## src/rtl/fetch_buffered.sv

```systemverilog
// Instruction fetch unit: credit-gated sequential requests tagged with a redirect
// epoch, in-order responses buffered in a small FIFO ahead of decode.
module fetch_buffered #(
  parameter int                     p_addr_bits     = 32,
  parameter logic [p_addr_bits-1:0] p_rst_addr      = '0,
  parameter int                     p_inst_bits     = 32,
  parameter int                     p_opaq_bits     = 8,
  parameter int                     p_max_in_flight = 4,
  parameter int                     p_buf_depth     = 4,
  parameter int                     p_inst_bytes    = 4
) (
  input  logic                   clk,
  input  logic                   rst,
  output logic                   mem_req_val,
  input  logic                   mem_req_rdy,
  output logic [p_addr_bits-1:0] mem_req_addr,
  output logic [p_opaq_bits-1:0] mem_req_opaque,
  input  logic                   mem_resp_val,
  output logic                   mem_resp_rdy,
  input  logic [p_opaq_bits-1:0] mem_resp_opaque,
  input  logic [p_addr_bits-1:0] mem_resp_addr,
  input  logic [p_inst_bits-1:0] mem_resp_data,
  output logic                   d_val,
  input  logic                   d_rdy,
  output logic [p_inst_bits-1:0] d_inst,
  output logic [p_addr_bits-1:0] d_pc,
  input  logic                   redirect_val,
  input  logic [p_addr_bits-1:0] redirect_target
);

  localparam int IF_W  = $clog2(p_max_in_flight + 1);
  localparam int CNT_W = $clog2(p_buf_depth + 1);
  localparam int PTR_W = (p_buf_depth > 1) ? $clog2(p_buf_depth) : 1;

  localparam logic [p_addr_bits-1:0] ADDR_INC  = p_addr_bits'(p_inst_bytes);
  localparam logic [p_opaq_bits-1:0] EPOCH_ONE = p_opaq_bits'(1);
  localparam logic [IF_W-1:0]        IF_ONE    = IF_W'(1);
  localparam logic [CNT_W-1:0]       CNT_ONE   = CNT_W'(1);
  localparam logic [PTR_W-1:0]       PTR_ONE   = PTR_W'(1);
  localparam logic [PTR_W-1:0]       PTR_LAST  = PTR_W'(p_buf_depth - 1);

  // An epoch must never come back round while a request tagged with it is outstanding.
  generate
    if ((p_opaq_bits < 31) && ((1 << p_opaq_bits) <= p_max_in_flight)) begin : g_bad_opaq
      $error("fetch_buffered: 2**p_opaq_bits must exceed p_max_in_flight");
    end
    if (p_buf_depth < 1) begin : g_bad_depth
      $error("fetch_buffered: p_buf_depth must be at least 1");
    end
  endgenerate

  function automatic logic [PTR_W-1:0] ptr_inc(input logic [PTR_W-1:0] p);
    return (p == PTR_LAST) ? '0 : p + PTR_ONE;
  endfunction

  logic [p_addr_bits-1:0] pc_q, pc_d;
  logic [p_opaq_bits-1:0] epoch_q, epoch_d, epoch_nxt;
  logic [IF_W-1:0]        in_flight_q, in_flight_d;
  logic [CNT_W-1:0]       count_q, count_d;
  logic [PTR_W-1:0]       rd_ptr_q, rd_ptr_d, wr_ptr_q, wr_ptr_d;
  logic [p_inst_bits-1:0] buf_inst_q [p_buf_depth];
  logic [p_addr_bits-1:0] buf_pc_q   [p_buf_depth];

  logic credit_ok, req_xfer, resp_xfer, enq, deq;

  always_comb begin
    // Reserving a FIFO slot per outstanding request lets the response port never stall.
    credit_ok = (int'(in_flight_q) < p_max_in_flight) &&
                (int'(in_flight_q) + int'(count_q) < p_buf_depth);
    mem_req_val    = rst && credit_ok;
    mem_req_addr   = redirect_val ? redirect_target : pc_q;
    epoch_nxt      = epoch_q + EPOCH_ONE;
    mem_req_opaque = redirect_val ? epoch_nxt : epoch_q;
    mem_resp_rdy   = 1'b1;
    req_xfer       = mem_req_val && mem_req_rdy;
    resp_xfer      = mem_resp_val;
    enq            = resp_xfer && (mem_resp_opaque == epoch_q) && !redirect_val;
    d_val          = rst && (count_q != '0) && !redirect_val;
    deq            = d_val && d_rdy;
    d_inst         = buf_inst_q[rd_ptr_q];
    d_pc           = buf_pc_q[rd_ptr_q];
  end

  always_comb begin
    pc_d        = pc_q;
    epoch_d     = epoch_q;
    in_flight_d = in_flight_q;
    count_d     = count_q;
    rd_ptr_d    = rd_ptr_q;
    wr_ptr_d    = wr_ptr_q;

    if (req_xfer) begin
      pc_d = mem_req_addr + ADDR_INC;
    end else if (redirect_val) begin
      pc_d = redirect_target;
    end

    unique case ({req_xfer, resp_xfer})
      2'b10:   in_flight_d = in_flight_q + IF_ONE;
      2'b01:   in_flight_d = in_flight_q - IF_ONE;
      default: in_flight_d = in_flight_q;
    endcase

    if (redirect_val) begin
      epoch_d  = epoch_nxt;
      count_d  = '0;
      rd_ptr_d = '0;
      wr_ptr_d = '0;
    end else begin
      if (enq) wr_ptr_d = ptr_inc(wr_ptr_q);
      if (deq) rd_ptr_d = ptr_inc(rd_ptr_q);
      unique case ({enq, deq})
        2'b10:   count_d = count_q + CNT_ONE;
        2'b01:   count_d = count_q - CNT_ONE;
        default: count_d = count_q;
      endcase
    end
  end

  always_ff @(posedge clk) begin
    if (!rst) begin
      pc_q        <= p_rst_addr;
      epoch_q     <= '0;
      in_flight_q <= '0;
      count_q     <= '0;
      rd_ptr_q    <= '0;
      wr_ptr_q    <= '0;
    end else begin
      pc_q        <= pc_d;
      epoch_q     <= epoch_d;
      in_flight_q <= in_flight_d;
      count_q     <= count_d;
      rd_ptr_q    <= rd_ptr_d;
      wr_ptr_q    <= wr_ptr_d;
    end
  end

  // Buffer contents carry no reset; occupancy is tracked by count_q alone.
  always_ff @(posedge clk) begin
    if (enq) begin
      buf_inst_q[wr_ptr_q] <= mem_resp_data;
      buf_pc_q[wr_ptr_q]   <= mem_resp_addr;
    end
  end

endmodule

```

## config.mk

```make
export PLATFORM = sky130hd
export DESIGN_NAME = fetch_buffered
export DESIGN_NICKNAME = d
export VERILOG_FILES = /design/src/rtl/fetch_buffered.sv
export SDC_FILE = /design/constraint.sdc
export NUM_CORES = 1
export LEC_CHECK = 0
export ABC_AREA = 1
export CAP_MARGIN = 20
export CORE_AREA = 2 2 156 158
export CTS_CLUSTER_DIAMETER = 120
export CTS_CLUSTER_SIZE = 24
export DETAILED_ROUTE_END_ITERATION = 16
export DIE_AREA = 0 0 158 160
export PLACE_DENSITY = 0.81
export SLEW_MARGIN = 25
export SYNTH_ARGS = -nofsm -noshare
export SYNTH_HDL_FRONTEND = slang
export SYNTH_SLANG_ARGS = --single-unit
```

## constraint.sdc

```tcl
create_clock -name clk -period 14.1 [get_ports clk]
set_input_delay 2.82 -clock clk [delete_from_list [all_inputs] [get_ports clk]]
set_output_delay 2.82 -clock clk [all_outputs]
set_load 0.005 [all_outputs]
```

==> flow_summary_export.csv <==
group,metric,value,unit
status,run_status,"finished, final reports clean",
final_layout,syn2layout_area_growth,22.58,%
logic_synthesis,yosys_register_bits,308,
final_layout,n_fill_cell,1812,
critical_path,cp-end-kind,"output port",
floorplan,dieArea,25280,um2
floorplan,start_util,53.48,%
critical_path,timing.rr.end,"buf_inst_q[0][30]",
logic_synthesis,ys.warnings.count,0,
critical_path,start_kind,"input pin",
final_layout,diodes,0,
timing,layout_setup_ws,6230,ps
global_routing,track_usage,21.43,%
timing,fin_crit_sh,55.82,%
timing,setup-violations-final,0,
logic_synthesis,synth_cell_types,39,
clocking,numCtsBuffers,16,
global_routing,grt_antenna_before_repair,3,
drt,drt-pass1-iter-count,5,
logic_synthesis,netlist_area,12740,um2
logic_synthesis,synth_top_area_share,60.34,%
timing,max_slew_margin,32.00,%
floorplan,dieHeight,160,um
clocking,htree_levels,1,
floorplan,fp.dieW,158,um
critical_path,crit_arrival,5050,ps
final_layout,fin_util,65.56,%
logic_synthesis,synth_top_cell_by_area,"edfxtp_1",
timing,tightest_slew,1020,ps
placed_design,post-place-ws,5450,ps
global_routing,grt_pass1_wl,43.10,mm
drt,drtIter0Drc,695,
critical_path,required,11280,ps
worst_hold_path,hp-class,"reg2reg",
drt,avgViaCountPerCell,5.363,
logic_synthesis,synth_nets,1270,
timing,clock.fmax,127.1,MHz
clocking,cts.sinks,308,
floorplan,core,23820,um2
clocking,cts_tree,"built",
global_routing,overflow,0,
global_routing,grt_max_degree,91,
critical_path,rrSetupSlack,11540,ps
clocking,clock_path_buffers,3,
timing,finalSetupTns,0,ps
placed_design,post-place-cells,1640,
run,drv_cap,0,
placed_design,io_buffers,215,
timing,rsz0062_at_grt,"no",
drt,ant_nets,0,
timing,fin_crit,7870,ps
timing,skew,15.30,ps
power,power.leakage,5.439,nW
critical_path,worstRegToRegCells,9,
final_layout,layout_commonest_cell,"edfxtp_1",
critical_path,critPathLaunch,"redirect_val",
critical_path,crit_end,"mem_req_opaque[7]",
critical_path,critPathKind,"in2out",
clocking,clkSlewWorstSetupHoldPaths,100,ps
placed_design,place_congestion,0.8746,
drt,drc_errors,0,
power,vdd_drop_max,0.00006592,V
clocking,post_cts_buffers,0,
timing,final_max_slew_viol_count,0,
logic_synthesis,synthesis.instances,1147,
final_layout,final_cell_mix,"256 x edfxtp_1, 214 x clkdlybuf4s50_1, 198 x nor2_1",
clocking,clockRootBuffer,"clkbuf_16",
logic_synthesis,synth_top_cells_by_area,"edfxtp_1 60%, dfxtp_1 8.2%, nor2_1 6.0%",
timing,hold_viol,0,
power,power.density,102.8,nW/um2
final_layout,instances_no_fill,1668,
critical_path,regToRegStartpoint,"epoch_q[0]",
clocking,ctsHoldBuffers,0,
drt,num_vias,8945,
logic_synthesis,seq_area_frac_synth,68.51,%
floorplan,io_pins,217,
floorplan,rows,57,
placed_design,hpwl,16.64,mm
drt,wl,27.71,mm
power,finalPower,1.605,mW
global_routing,grt_pass1_vias,8707,
final_layout,layout-drive-gt1-share,6.027,%
critical_path,crit_fanout,42,
drt,wire_per_inst,16.61,um
clocking,cts_resized,0,
logic_synthesis,syn_avg_cell_area,11.11,um2
final_layout,nets,1457,
clocking,clock_latency,490,ps
==> registers in the layout, indices dropped and copies added, names as in the netlist, named ones only <==
name,count
buf_inst_q,128
pc_q,32
epoch_q,8
buf_pc_q,128
in_flight_q,3
rd_ptr_q,2
wr_ptr_q,2
count_q,3
==> Yosys cell counts (all sizes together) <==
cell type and n:
a21oi 32, nor3 9, xor2 4, conb 1, nor3b 4, or2 2, fa 2, clkinv 1
o21a 2, nand2 190, nor2 217, dfxtp 52, xnor2 3, edfxtp 256, o22ai 65, o21ai 155
nand3 20, and2 1, buf 12, nand4 1, o211a 1, nand3b 1, inv 62, clkbuf 43
ha 11
==> cell families after synthesis <==
logic type / after synthesis / synth area share, %
xor+xnor: 7 / 0.4813
flops: 308 / 68.51
compound gates: 255 / 10.76
buf+inv: 118 / 3.997
other cells: 1 / 0.02944
fa+ha+maj: 13 / 1.395
simple gates: 445 / 14.82
==> worst min path at each step <==
stage	startpoint	to	slack, ps	cells after the start
2_1_floorplan	pc_q[0]	pc_q[0]	450	2
4_1_cts	pc_q[1]	pc_q[1]	490	2
5_1_grt	pc_q[0]	pc_q[0]	520	2
3_5_place_dp	pc_q[1]	pc_q[1]	480	2
6_report	pc_q[1]	pc_q[1]	490	2
3_3_place_gp	pc_q[1]	pc_q[1]	460	2
==> final cells by class <==
cell class | count | area, um2 | area share (%)
inverters | 63 | 237.7 | 1.522
well taps | 324 | 405.4 | 2.596
clock buffers | 27 | 462.9 | 2.965
flip-flops and latches | 308 | 8733 | 55.93
clock inverters | 1 | 30.03 | 0.1923
repair buffers | 224 | 2215 | 14.18
multi-input cells | 721 | 3532 | 22.62
==> per-layer routing <==
layer / vias to the layer above / part of all wire (%) / track usage [%]
li1: 4352 / - / -
met1: 4222 / 40 / 27.55
met2: 326 / 49 / 37.37
met3: 41 / 8.5 / 4.342
met4: 4 / 1.9 / 5.119
met5: - / 0.087 / 0
==> worst max-delay path, cell delays in order <==
cell,delay [ps]
clkdlybuf4s50_1,460
buf_4,400
nand2_1,150
nor2_1,190
nand4_1,130
or2_2,310
nand2_1,70
clkdlybuf4s50_1,490
==> metrics by stage <==
stage | hold slack, ps | instance area [um2]
floorplan | 446.2 | 12740
global placement | 459.2 | 15130
CTS | 491.6 | 15620
finish | 492.4 | 15620
global route | 515.3 | 15620
detailed placement | 475.5 | 15130
==> where the power goes <==
part           internal (mW)  switching [mW]  leakage (nW)
registers              0.990         0.00424          2.73
logic                 0.0547          0.0498          2.48
clock network          0.245           0.261         0.235
(Power assumes the default switching activity.)
